$ cat src/rtl/stream_mux_rr.sv
// stream_mux_rr: registered N-to-1 stream mux, manual or round-robin select.
// Ports: clk, rst_n; mode, sel; in_data/in_valid/in_ready per channel;
// out_data/out_chan/out_valid registered, out_ready from the consumer.
module stream_mux_rr #(
  parameter  int WIDTH = 8,
  parameter  int N     = 4,
  localparam int SELW  = $clog2(N)
) (
  input  logic               clk,
  input  logic               rst_n,
  input  logic               mode,
  input  logic [SELW-1:0]    sel,
  input  logic [N*WIDTH-1:0] in_data,
  input  logic [N-1:0]       in_valid,
  output logic [N-1:0]       in_ready,
  output logic [WIDTH-1:0]   out_data,
  output logic [SELW-1:0]    out_chan,
  output logic               out_valid,
  input  logic               out_ready
);

  logic             load_en;
  logic             gnt_vld;
  logic [SELW-1:0]  gnt;
  logic [SELW-1:0]  last_grant;
  logic [WIDTH-1:0] gnt_data;

  assign load_en = !out_valid || out_ready;

  always_comb begin : grant_sel
    int idx;
    gnt_vld = 1'b0;
    gnt     = '0;
    idx     = 0;
    if (!mode) begin
      // sel >= N never matches any channel
      for (int i = 0; i < N; i++) begin
        if (sel == SELW'(i) && in_valid[i]) begin
          gnt_vld = 1'b1;
          gnt     = SELW'(i);
        end
      end
    end else begin
      // Farthest offset first, so the nearest
      // valid channel after last_grant wins.
      for (int k = N; k >= 1; k--) begin
        idx = int'(last_grant) + k;
        if (idx >= N) idx -= N;
        if (in_valid[idx]) begin
          gnt_vld = 1'b1;
          gnt     = SELW'(idx);
        end
      end
    end
  end

  always_comb begin
    gnt_data = '0;
    in_ready = '0;
    for (int i = 0; i < N; i++) begin
      if (gnt == SELW'(i))
        gnt_data = in_data[i*WIDTH +: WIDTH];
      in_ready[i] = load_en && gnt_vld &&
                    (gnt == SELW'(i));
    end
  end

  always_ff @(posedge clk or negedge rst_n) begin
    if (!rst_n) begin
      out_valid  <= 1'b0;
      out_data   <= '0;
      out_chan   <= '0;
      last_grant <= SELW'(N - 1);
    end else if (load_en) begin
      out_valid <= gnt_vld;
      if (gnt_vld) begin
        out_data   <= gnt_data;
        out_chan   <= gnt;
        last_grant <= gnt;
      end
    end
  end

endmodule

$ cat config.mk
export PLATFORM = sky130hd
export DESIGN_NAME = stream_mux_rr
export DESIGN_NICKNAME = d
export VERILOG_FILES = /design/src/rtl/stream_mux_rr.sv
export SDC_FILE = /design/constraint.sdc
export NUM_CORES = 1
export LEC_CHECK = 0
export ABC_AREA = 1
export BUFFER_PORTS_ARGS = -buffer_cell sky130_fd_sc_hd__buf_4
export CORE_ASPECT_RATIO = 0.6
export CORE_MARGIN = 2
export CORE_UTILIZATION = 49
export CTS_BUF_LIST = sky130_fd_sc_hd__clkbuf_4
export CTS_CLUSTER_SIZE = 8
export DETAILED_ROUTE_END_ITERATION = 12
export HOLD_SLACK_MARGIN = 0.06
export PLACE_DENSITY = 0.82
export SLEW_MARGIN = 20
export SYNTH_ARGS = -nofsm -noshare
export SYNTH_HDL_FRONTEND = slang
export SYNTH_SLANG_ARGS = --single-unit
$ cat constraint.sdc
create_clock -name clk -period 2 [get_ports clk]
set_input_delay 0.2 -clock clk [delete_from_list [all_inputs] [get_ports clk]]
set_output_delay 0.2 -clock clk [all_outputs]
set_load 0.005 [all_outputs]
==> summary.txt <==
Global routing
  • Number of global-route vias before repair: between 1,000 and 1,500
  • M3 GR Usage: 2.51%
  • Largest net degree at the start of global routing: 17
  • Initial antenna violation count: 0
  • Total Routing Usage GR: 26.2%
  • Grt met1 use: just over 40%
  • Busiest grt layer: met1
  • First-pass GRT wire length: roughly 6.4 mm
  • Met2 usage in global routing: about two fifths
  • Total grt overflow: 0

Final layout
  • Multi-input logic area: 846 um^2
  • Synth-to-Final Area Change: 47.9%
  • Register area: between 300 and 400 um^2
  • Layout cells sized above 1: approximately half
  • Final instance area: roughly 2000 um^2
  • Post-route non-filler standard cell count: between 300 and 400
  • Fill count: roughly 200
  • Fin nets: between 300 and 400
  • Antenna cells: 0

STA
  • Tmin final: ~2200 ps
  • Final worst path period share: 111%
  • Final Setup Violations: 12
  • Final max-slew violation count: 0
  • Relative slew slack: around two thirds
  • Slew @ Worst Pin: ~500 ps
  • Hold Vio Cnt, Final: 0
  • Clock skew: around 3.2 ps
  • RSZ-0062 raised after global routing: yes
  • F_max: roughly 450 MHz
  • Final worst slack: -220 ps

Logic synthesis
  • Mux share of post-synthesis cell area: 0%
  • Largest family of logic cells by synthesized area: simple AND/OR/NAND/NOR gates
  • Synth async-reset ratio: 100%
  • Post-Syn Area per Cell: ~6.5 um^2
  • Mapped cell area: roughly 1300 um^2
  • Yosys warns: 0
  • Synth Area in Adders: 0%
  • Top cells by area, synth: dfrtp_1 (21%), nand2_1 (16%), nand4_1 (8.4%)
  • Cell variety after synth: 29
  • Synth Area in Compound Gates: roughly an eighth
  • Register area share after synthesis: around a quarter
  • Post-Synthesis Cells: roughly 200
  • Xor/xnor share of the synthesized area: 0%
  • Flop and latch count out of synthesis: 13
  • Syn_nets: roughly 250
  • Post-synth EDFFs: 0
  • Largest area contributor in the netlist: dfrtp_1
  • Ys flop type: dfrtp_1
  • Synth Area in Simple Gates: 46.4%
  • Share of the synthesized area in the top cell type: between 20 and 25%

Clock network
  • Clock Tree Buf Depth: 2
  • Clock Tree Root: clkbuf_4
  • Worst-Skew Late Latency: 280 ps
  • # H-tree levels: 1
  • TritonCTS clock tree: done
  • Clock transition at path regs: around 90 ps
  • Clock sink count: 13
  • Num CTS Buffers: 3

Place
  • Placed Area: 1790 um^2
  • Port Buf Inserts: 56
  • DP Wirelength: 2.87 mm
  • Placer Congestion: around 0.93
  • Pre-CTS setup slack: -31.6 ps
  • Placed Cells incl. Taps: 294

Setup path
  • Setup CP Type: flip-flop to output port
  • Data arrival, critical path: slightly above 2000 ps
  • CP max FO: 8
  • Kind of launch point of the worst setup path: flip-flop
  • Reg2Reg Depth: 16
  • CP Capture Type: output port
  • Worst path required time: between 1500 and 2000 ps

Route
  • Final WL: ~3.8 mm
  • DRT Pass-1 Iters: 4
  • Drt via density: between 4 and 5
  • WL per Instance: between 10 and 15 um
  • First DRT Iteration DRCs: 114
  • Antenna viol nets, final: 0
  • Residual DRC: 0
  • Vias: about 1,500

Power and ir drop
  • Pwr dens: about 1300 nW/um^2
  • Leakage power: about 1.1 nW
  • Peak VDD IR: ~700 uV

Worst hold path
  • Hold crit path type: input port to flip-flop
  • WHS Path Cells: 2

Die
  • Core area: ~2500 um^2
  • Io pins: 57
  • Number of cell rows: 14
  • Die area: 3170 um^2
  • Starting Density: 52.6%
  • Die width: just over 70 um
  • Die Ht: 44.5 um

Job
  • Max cap viols: 0

Outcome
  • Outcome: finished with violations
  • Failing checks: negative setup slack
what timing repair did:
action / 4_1_cts / 5_1_grt
buffers inserted: 10 / 1
hold buffers: 1 / 0
cloned: 0 / 0
gates resized for setup: 19 / 3
endpoints found under the hold margin: 13 / 0
endpoints found under the setup margin: 12 / 12
pin swaps: 14 / 5
sequential cells by signal, indices dropped and copies added (netlist names):
name	count
out_data	8
out_valid	1
last_grant	2
out_chan	2
cell usage after synthesis (2+ instances only):
master    number
nand4_1       18
inv_1         26
inv_2          5
o21ai_1        2
nand2_4        2
clkinv_1       7
nand2_2       14
a21oi_1        4
o21ai_0        7
buf_6          4
a21oi_2        6
nand3_1        6
nor2_1         7
dfrtp_1       11
nand2_1       57
buf_2          2
or2_2          8
dfstp_2        2
nand3b_1       4
o21ai_2        4
kinds of logic after synthesis:
group                  after synthesis
AOI/OAI and AO/OA                   24
buffers and inverters               47
DFF                                 13
and+or+nand+nor                    121
stage by stage:
stage,power [mW],utilization [%],setup TNS [ps],hold slack (ps)
global route,2.91,77.8,-3430,123
detailed placement,2.17,70.3,-57.8,53.9
finish,2.66,77.8,-1840,108
CTS,2.59,77.1,-1330,108
global placement,2.14,70.3,0,53.4
floorplan,1.70,-,0,-95.6
where the power goes:
part / internal, mW / switching (mW) / total (mW) / leakage, nW
Clock: 0.0741 / 0.0925 / 0.167 / 0.0177
Combinational: 0.908 / 1.09 / 2.00 / 0.917
Sequential: 0.403 / 0.0987 / 0.502 / 0.146
layout make-up:
type / count / share of cell area, %
multi-input cells: 145 / 42.8
clock buffers: 3 / 1.14
flip-flops and latches: 13 / 16.6
inverters: 39 / 7.66
well taps: 32 / 2.03
repair buffers: 77 / 29.6
clock inverters: 1 / 0.253
path summary, 6_finish.rpt:
kind	from	endpoint	slack [ps]
setup / recovery	last_grant[0]	in_ready[3]	-220
hold / removal	out_ready	out_valid	110
setup reg to reg	last_grant[0]	out_data[5]	-150
hold reg to reg	out_chan[1]	out_chan[1]	500
max in group asynchronous	rst_n	last_grant[0]	1470
min in group asynchronous	rst_n	out_chan[0]	300
per-layer routing:
| metal | vias to the layer above | wire (um) | part of all wire (%) |
|---|---|---|---|
| met5 | - | 0 | 0 |
| met1 | 669 | 1930 | 50 |
| met3 | 6 | 285 | 7.5 |
| li1 | 791 | - | - |
| met2 | 67 | 1550 | 40 |
| met4 | 0 | 68 | 1.8 |
cells in the final DEF (no fill, tap or decap), drive strengths merged:
cell,count
dlygate4sd3,1
clkinv,8
and2,1
or2,8
nand3b,4
clkbuf,3
buf,76
o21ai,13
a21oi,10
nor2,8
nand2,73
o31ai,1
dfrtp,11
inv,32
nand3,8
nor3,1
dfstp,2
nand4,18
worst max-delay path, cell delays in order, from the launching register on:
cell	delay (ps)
dfstp_2	640
inv_4	80
nand2_2	70
nand2_2	70
nand2_2	90
nand2_1	50
inv_1	50
nand2_1	50
nand2_2	80
nand2_2	60
nand2_4	120
nand3_2	110
nor2_2	150
buf_4	120
No activity file was read; power rests on OpenSTA's default activity.
